<file path="src/rtl/eth_tx_pkg.sv">
// Shared types and defaults for the Ethernet TX frame reader.
package eth_tx_pkg;

  typedef enum logic [1:0] {
    IDLE   = 2'd0,
    STREAM = 2'd1,
    PAD    = 2'd2,
    DONE   = 2'd3
  } state_t;

  localparam int MIN_FRAME_DEF = 60;

endpackage

</file>
<file path="src/rtl/eth_tx_hwbuf.sv">
// Two-entry halfword FIFO between the buffer read port and the byte-lane select.
module eth_tx_hwbuf (
  input  logic        clk,
  input  logic        rst,
  input  logic        push,
  input  logic        pop,
  input  logic [15:0] wdata,
  output logic [15:0] head,
  output logic [1:0]  count
);

  logic [15:0] slot [2];
  logic        wr_ptr;
  logic        rd_ptr;

  assign head = slot[rd_ptr];

  always_ff @(posedge clk or posedge rst) begin
    if (rst) begin
      slot[0] <= '0;
      slot[1] <= '0;
      wr_ptr  <= 1'b0;
      rd_ptr  <= 1'b0;
      count   <= 2'd0;
    end else begin
      if (push) begin
        slot[wr_ptr] <= wdata;
        wr_ptr       <= ~wr_ptr;
      end
      if (pop) rd_ptr <= ~rd_ptr;
      case ({push, pop})
        2'b10:   count <= count + 2'd1;
        2'b01:   count <= count - 2'd1;
        default: count <= count;
      endcase
    end
  end

endmodule

</file>
<file path="src/rtl/eth_tx_frame_reader.sv">
// Drains one TX frame from the halfword buffer and streams it as bytes, zero-padding
// short frames up to MIN_FRAME.
//   state  | meaning
//   IDLE   | waiting for tx_start; len==0 goes straight to DONE
//   STREAM | fetching halfwords and emitting frame bytes 0..len-1
//   PAD    | emitting 0x00 until MIN_FRAME bytes have gone out
//   DONE   | one-cycle tx_done pulse, then IDLE
module eth_tx_frame_reader
  import eth_tx_pkg::*;
#(
  parameter int ADDR_W    = 11,
  parameter int LEN_W     = 11,
  parameter int MIN_FRAME = MIN_FRAME_DEF,
  parameter int BASE_ADDR = 0
) (
  input  logic              clk_int,
  input  logic              rst_int,
  input  logic              tx_start,
  input  logic [LEN_W-1:0]  tx_len,
  output logic              tx_busy,
  output logic              tx_done,
  output logic              mem_en,
  output logic [ADDR_W-1:0] mem_addr,
  input  logic [15:0]       mem_rdata,
  output logic [7:0]        tx_tdata,
  output logic              tx_tvalid,
  input  logic              tx_tready,
  output logic              tx_tlast
);

  state_t           state;
  logic [LEN_W-1:0] len_m1;
  logic [LEN_W-1:0] last_idx;
  logic [LEN_W-1:0] byte_idx;
  logic [LEN_W-1:0] hw_issued;
  logic [LEN_W-1:0] hw_total;
  logic [LEN_W:0]   len_p1;
  logic             in_flight;
  logic [15:0]      head;
  logic [1:0]       occ;
  logic             hs;
  logic             pop;

  assign len_p1    = {1'b0, tx_len} + (LEN_W+1)'(1);
  assign hs        = tx_tvalid & tx_tready;
  assign tx_tvalid = ((state == STREAM) && (occ != 2'd0)) || (state == PAD);
  assign tx_tdata  = (state == STREAM) ? (byte_idx[0] ? head[15:8] : head[7:0]) : 8'h00;
  assign tx_tlast  = tx_tvalid && (byte_idx == last_idx);
  assign tx_busy   = (state == STREAM) || (state == PAD);
  assign tx_done   = (state == DONE);

  // Count in-flight reads as occupied so the FIFO can never overflow.
  assign mem_en   = (state == STREAM) && (hw_issued != hw_total) &&
                    (({1'b0, occ} + {2'b00, in_flight}) < 3'd2);
  assign mem_addr = ADDR_W'(BASE_ADDR) + ADDR_W'(hw_issued);

  // Odd final byte frees its halfword even though it is a low lane.
  assign pop = hs && (state == STREAM) && (byte_idx[0] || (byte_idx == len_m1));

  eth_tx_hwbuf u_hwbuf (
    .clk   (clk_int),
    .rst   (rst_int),
    .push  (in_flight),
    .pop   (pop),
    .wdata (mem_rdata),
    .head  (head),
    .count (occ)
  );

  always_ff @(posedge clk_int or posedge rst_int) begin
    if (rst_int) begin
      state     <= IDLE;
      len_m1    <= '0;
      last_idx  <= '0;
      byte_idx  <= '0;
      hw_issued <= '0;
      hw_total  <= '0;
      in_flight <= 1'b0;
    end else begin
      in_flight <= mem_en;
      if (mem_en) hw_issued <= hw_issued + LEN_W'(1);
      case (state)
        IDLE: begin
          if (tx_start) begin
            if (tx_len == '0) begin
              state <= DONE;
            end else begin
              state     <= STREAM;
              len_m1    <= tx_len - LEN_W'(1);
              last_idx  <= (tx_len < LEN_W'(MIN_FRAME)) ? LEN_W'(MIN_FRAME - 1)
                                                        : tx_len - LEN_W'(1);
              hw_total  <= len_p1[LEN_W:1];
              byte_idx  <= '0;
              hw_issued <= '0;
            end
          end
        end
        STREAM: begin
          if (hs) begin
            byte_idx <= byte_idx + LEN_W'(1);
            if (byte_idx == len_m1) state <= (last_idx == len_m1) ? DONE : PAD;
          end
        end
        PAD: begin
          if (hs) begin
            byte_idx <= byte_idx + LEN_W'(1);
            if (byte_idx == last_idx) state <= DONE;
          end
        end
        DONE: begin
          state     <= IDLE;
          byte_idx  <= '0;
          hw_issued <= '0;
        end
        default: state <= IDLE;
      endcase
    end
  end

endmodule

</file>
<file path="config.mk">
export PLATFORM = sky130hd
export DESIGN_NAME = eth_tx_frame_reader
export DESIGN_NICKNAME = d
export VERILOG_FILES = /design/src/rtl/eth_tx_pkg.sv /design/src/rtl/eth_tx_hwbuf.sv /design/src/rtl/eth_tx_frame_reader.sv
export SDC_FILE = /design/constraint.sdc
export NUM_CORES = 1
export LEC_CHECK = 0
export BUFFER_PORTS_ARGS = -buffer_cell sky130_fd_sc_hd__buf_2
export CAP_MARGIN = 20
export CORE_MARGIN = 2
export CORE_UTILIZATION = 51
export CTS_CLUSTER_DIAMETER = 200
export DETAILED_ROUTE_END_ITERATION = 6
export HOLD_SLACK_MARGIN = 0.08
export PLACE_DENSITY = 0.71
export SLEW_MARGIN = 20
export SYNTH_ARGS = -nofsm -noshare
export SYNTH_HDL_FRONTEND = slang
export SYNTH_SLANG_ARGS = --single-unit
</file>
<file path="constraint.sdc">
create_clock -name clk_int -period 3 [get_ports clk_int]
set_input_delay 0.3 -clock clk_int [delete_from_list [all_inputs] [get_ports clk_int]]
set_output_delay 0.3 -clock clk_int [all_outputs]
set_load 0.01 [all_outputs]
</file>
**After elaboration in Yosys (flattened, before gate mapping)**

Cells that the tools add are included.

- Add/subtract/negate cells: 7
- Magnitude comparators: 5
- Reduce and logical (&&, ||, !) cells: 18
- Muxes and demuxes: 26
- Eq/ne operators: 16
- Bitwise operators: 6

Operator list:

| cell | count |
|---|---|
| $mux 11 | 7 |
| $mux 16 | 4 |
| $eq 11x11->1 | 3 |
| $pmux 11 s3 | 1 |
| $bwmux 32 | 1 |
| $add 11x1->11 const B | 2 |
| $pmux 11 s2 | 1 |
| $demux 16 s1 | 1 |
| $mux 8 | 2 |
| $add 11x1->12 const B | 1 |
| $mux 2 | 6 |
| $logic_not 11->1 | 1 |
| $lt 11x6->1 const B | 1 |
| $ne 11x11->1 | 1 |
| $sub 11x1->11 const B | 1 |
| $ne 2x2->1 const B | 5 |
| $pmux 2 s4 | 1 |
| $logic_and 1x1->1 | 7 |
| $eq 2x2->1 const B | 3 |
| $reduce_and 3->1 | 2 |
| $reduce_and 5->1 | 1 |
| $eq 2x1->1 const B | 2 |
| $ge 2x2->1 const B | 2 |
| $ne 2x1->1 const B | 2 |
| other kinds (14) | 20 |

- Output and inout bits: 24
- Input port bits: 31
- Word-level logic and storage cells: 90
- Register bits after elaboration: 94

**Longest topological paths before layout**

- Word-level depth: 8
- Mapped depth: 9

**Cells and area by module**

From an unflattened synthesis, not the netlist that was laid out.

- Cell total of the unflattened synthesis: 504
- Area total of the unflattened synthesis: 5212.5 um^2

By module, submodules not included:

| module | cells each | times used | area an instance (um^2) |
|---|---|---|---|
| eth_tx_frame_reader | 404 | 1 | 3601.0 |
| eth_tx_hwbuf | 100 | 1 | 1611.5 |

**Least setup slack after synthesis**

Ideal clock, no wire load.

- Kind: flip-flop to flip-flop
- Start: register byte_idx[6]
- End: register u_hwbuf.count[1]
- Path slack: 906 ps
- Data required time: 2921 ps
- Stages on the path, launching flop included: 9
- Data arrival time: 2015 ps
- Setup time: 79 ps
- Path through: dfrtp_1 buf_2 xor2_1 nor4_1 nand3_1 a2111oi_4 ha_1 nor2_1 xor2_1

- Word-level cells in the longest chain between the ends: 5
- Elaborated cells between the ends (all ways): 7
- Those cells by class: eq/ne (3); mux (1); reduce/logical (3)

RTL lines:

| item | line | text |
|---|---|---|
| from (decl) | eth_tx_frame_reader.sv:34 | `logic [LEN_W-1:0] byte_idx;` |
| from (signal assigned) | eth_tx_frame_reader.sv:100 | `byte_idx <= byte_idx + LEN_W'(1);` |
| from (signal assigned) | eth_tx_frame_reader.sv:106 | `byte_idx <= byte_idx + LEN_W'(1);` |
| $eq 11x11->1 (*) | eth_tx_frame_reader.sv:58 | `assign pop = hs && (state == STREAM) && (byte_idx[0] \|\| (byte_idx == len_m1));` |
| $logic_or 1x1->1 (*) | eth_tx_frame_reader.sv:58 |  |
| $logic_and 1x1->1 (*) | eth_tx_frame_reader.sv:58 |  |
| net pop | eth_tx_frame_reader.sv:42 | `logic pop;` |
| $eq 2x1->1 / $eq 2x2->1 (equally long branches) | eth_tx_hwbuf.sv:31 | `case ({push, pop})` |
| $pmux 2 s2 / $reduce_bool 2->1 (equally long branches) | - |  |
| to (signal assigned) | eth_tx_hwbuf.sv:32 | `2'b10: count <= count + 2'd1;` |
| to (signal assigned) | eth_tx_hwbuf.sv:33 | `2'b01: count <= count - 2'd1;` |
| to (signal assigned) | eth_tx_hwbuf.sv:34 | `default: count <= count;` |
| to (decl) | eth_tx_hwbuf.sv:9 | `output logic [1:0] count` |

The timed path passes the listed nets; every way through them passes the cells marked *.
A chain may end at the register's enable or synchronous reset.

**Worst setup path in the final report**

- Start: register hw_issued[8]
- End: output mem_en

- Word-level cells in the longest chain between the ends: 3

RTL lines:

| item | line | text |
|---|---|---|
| from (decl) | eth_tx_frame_reader.sv:35 | `logic [LEN_W-1:0] hw_issued;` |
| from (signal assigned) | eth_tx_frame_reader.sv:81 | `if (mem_en) hw_issued <= hw_issued + LEN_W'(1);` |
| $ne 11x11->1 | eth_tx_frame_reader.sv:53 | `assign mem_en = (state == STREAM) && (hw_issued != hw_total) &&` |
| $logic_and 1x1->1 (2 in series) | eth_tx_frame_reader.sv:53 |  |
| to (decl) | eth_tx_frame_reader.sv:22 | `output logic mem_en,` |

No other way between the ends.

==> results.md <==
* Status: finished clean
* Slew @ Worst Pin at 0.920 ns
* Final Hold Viols at 0
* Fill cells at 827
* Maximum vdd drop at 430 µV
* Cell Area, Placed at 0.00550 mm²
* Main synth FF type: dfrtp_1
* Async SR Flop Fraction at 100%
* Setup slack, reg-to-reg at 0.58 ns
* Dpl hpwl at 7840 µm
* Vias in the first global route at 3534
* Worst Setup Start Kind: flop
* Hold Path Class: in -> async
* CP max FO at 19
* Post-route ant nets at 0
* First-pass GRT wire length at 17900 µm
* Num ports at 55
* Clk buf depth at 2
* Postcts setup bufs at 0
* Final Instance Area at 0.00571 mm²
* R2R Path Start: state[1]
* Mapped Cells at 479
* Chip width at 104 µm
* Unrepaired setup endpoints after global routing: false
* Die height at 104 µm
* Leakage at 2.63 nW
* Worst-Skew Late Latency at 0.39 ns
* DR iter-0 viols at 184
* Placed Cells at 647
* Max-Cap Viols at 0
* Sequential area share after synthesis at 46.0%
* Max_slew headroom at 38.6%
* Initial antenna violation count at 0
* CTS tree: yes
* Cell area after synthesis at 0.00512 mm²
* TNS Setup at 0 ns
* Worst R2R End: hw_issued[8]
* Register bit count reported by yosys at 94
* GPL Wtd Cong at 0.840
* IO buf count at 54
* Die footprint at 0.0108 mm²
* Total Power at 5.30 mW
* Max-slew violations at 0
* Vias per Instance at 5.51
* Total Routed Length at 10700 µm
* Number of cells on the critical path at 6
* CTS Sinks at 94
* Min setup slack post-route at 0.447 ns
* # setup viols final at 0
* Highest-count cells in the layout ignoring fill and taps: dfrtp_1, buf_2, nand2_1, xor2_1, mux2_2
* Initial Util at 52.3%
* First-pass DRT Iterations at 4
* Synth warnings at 0
* Power per Cell Area at 928 mW/mm²
* Crit. End Element: output pin
* Bufs and invs on worst path at 2
* R2R depth at 7
* Avg Inst Size Synth at 10.7 µm²
* Critical Path Source: hw_issued[8]
* Critical Path End: mem_en
* Routed vias at 3656
* Diodes inserted at 0
* Synth unique cells at 48
* Syn_nets at 520
* Slowest CP cell: dfrtp_1
* Area Growth Syn to Fin at 11.6%
* Num CTS Buffers at 9
* Number of flops mapped to enable cells by yosys at 0
* Crit path cell chain: xor2_1 > nor4_1 > nand3_1 > nand2_1 > inv_1 > buf_2
* Core box area at 0.00977 mm²
* Root buf cell: clkbuf_8
* Total GRT Usage at 20.7%
* Crit path required time at 2.70 ns
* Clk_skew at 0.0129 ns
* Share of cells above drive strength 1 at 24.7%
* FP Rows at 36
* WL/cell at 16.1 µm
* Finished Layout Cells at 663
* Delay-heaviest family, CP: simple AND/OR/NAND/NOR gates
* Crit path DAT at 2.25 ns
* Reg area at 0.00235 mm²
* CP max stage delay at 0.46 ns
* Clock slew at reported path FFs at 0.10 ns
* Period minus WS final at 2.55 ns
* Place WS at 0.599 ns
* PostCTS Resize Cnt at 0
* CP Class: reg -> out
* Largest net degree at the start of global routing at 60
* Area of the multi-input gates at 0.00261 mm²
* FMAX at 392 MHz
* GRT Residual Overflow at 0
* Part of the cycle the worst path needs at 85.1%
* Fin nets at 566
* H-tree Lvls at 3
* Residual DRC at 0
* Commonest non-fill, non-tap cell in the layout: dfrtp_1
* CTS Hold Bufs at 0
==> power by group <==
group | total (mW) | switching (mW) | internal (mW)
logic | 2.15 | 1.06 | 1.09
clock network | 0.907 | 0.501 | 0.406
registers | 2.24 | 0.469 | 1.77
total | 5.30 | 2.03 | 3.27
==> layout make-up <==
type	instances	area share (%)
tap	133	2.91
multi-input combinational	348	45.7
clock inverter	7	1.53
clock buffer	9	2.17
sequential	94	41.2
timing repair buffer	59	5.61
inverter	13	0.876
==> cells in the mapped netlist, types with 7 or more instances <==
master    number  share of area, %
nor3_1         9              0.88
nor2_1        28               2.1
mux2_2        37               8.1
nor4_1         9               1.1
mux4_2         8               3.5
clkbuf_1      14               1.0
dfrtp_1       94                46
ha_1          10               2.4
a21oi_1       10              0.98
inv_1         13              0.95
nand3_1       15               1.5
xor2_1        50               8.6
nand2_1       50               3.7
o31ai_1        7               1.0
o21ai_0       26               2.5
xnor2_1       26               4.5
buf_2          7              0.68
and2_1         8              0.98
==> cell families (layout without fill, tap and decap cells) <==
kind of cell    count (synthesis)  after routing  synth area share [%]
simple gates                  151            151                  15.0
mux                            48             48                  12.3
compound gates                 63             63                  8.22
flops                          94             94                  46.0
buf+inv                        37             88                  3.11
fa+ha+maj                      10             10                  2.45
xor+xnor                       76             76                  13.0
==> routing by layer <==
metal  vias to the layer above  global-route usage (%)  routed length (µm)
met5                         -                       0                   0
met4                         0                    8.98                 162
li1                       1756                       -                   -
met3                        12                    2.82                 336
met2                        71                    31.8                5030
met1                      1817                    29.6                5120
==> sequential cells by signal, indices dropped and copies added (netlist names), 2 cells and up <==
name,count
byte_idx,11
hw_issued,11
hw_total,11
last_idx,11
len_m1,11
state,2
u_hwbuf.count,2
u_hwbuf.slot,32
==> worst min-delay path by stage <==
| stage | slack [ns] | start | end | cells past startpoint |
|---|---|---|---|---|
| after global placement | 0.47 | u_hwbuf.wr_ptr | u_hwbuf.wr_ptr | 1 |
| final | 0.08 | rst_int | hw_issued[10] | 2 |
| after global routing | 0.16 | rst_int | hw_total[9] | 2 |
| after floorplan | 0.41 | tx_len[0] | len_m1[0] | 1 |
| after detailed placement | 0.48 | u_hwbuf.wr_ptr | u_hwbuf.wr_ptr | 1 |
| after CTS | 0.10 | rst_int | hw_issued[10] | 2 |
==> worst reg2reg max path: stages (launching register included) <==
cell	delay, ns
dfrtp_1	0.43
inv_1	0.10
ha_1	0.17
inv_1	0.09
a211oi_1	0.31
nand2_1	0.39
or4b_2	0.72
a21oi_1	0.15
==> per-stage QoR <==
step	utilization [%]	hold slack (ns)
after floorplan	-	0.410
after global placement	56.3	0.468
after detailed placement	56.3	0.484
after CTS	58.4	0.105
after global routing	58.4	0.159
final	58.4	0.0793
No activity file was read; power rests on OpenSTA's default activity.
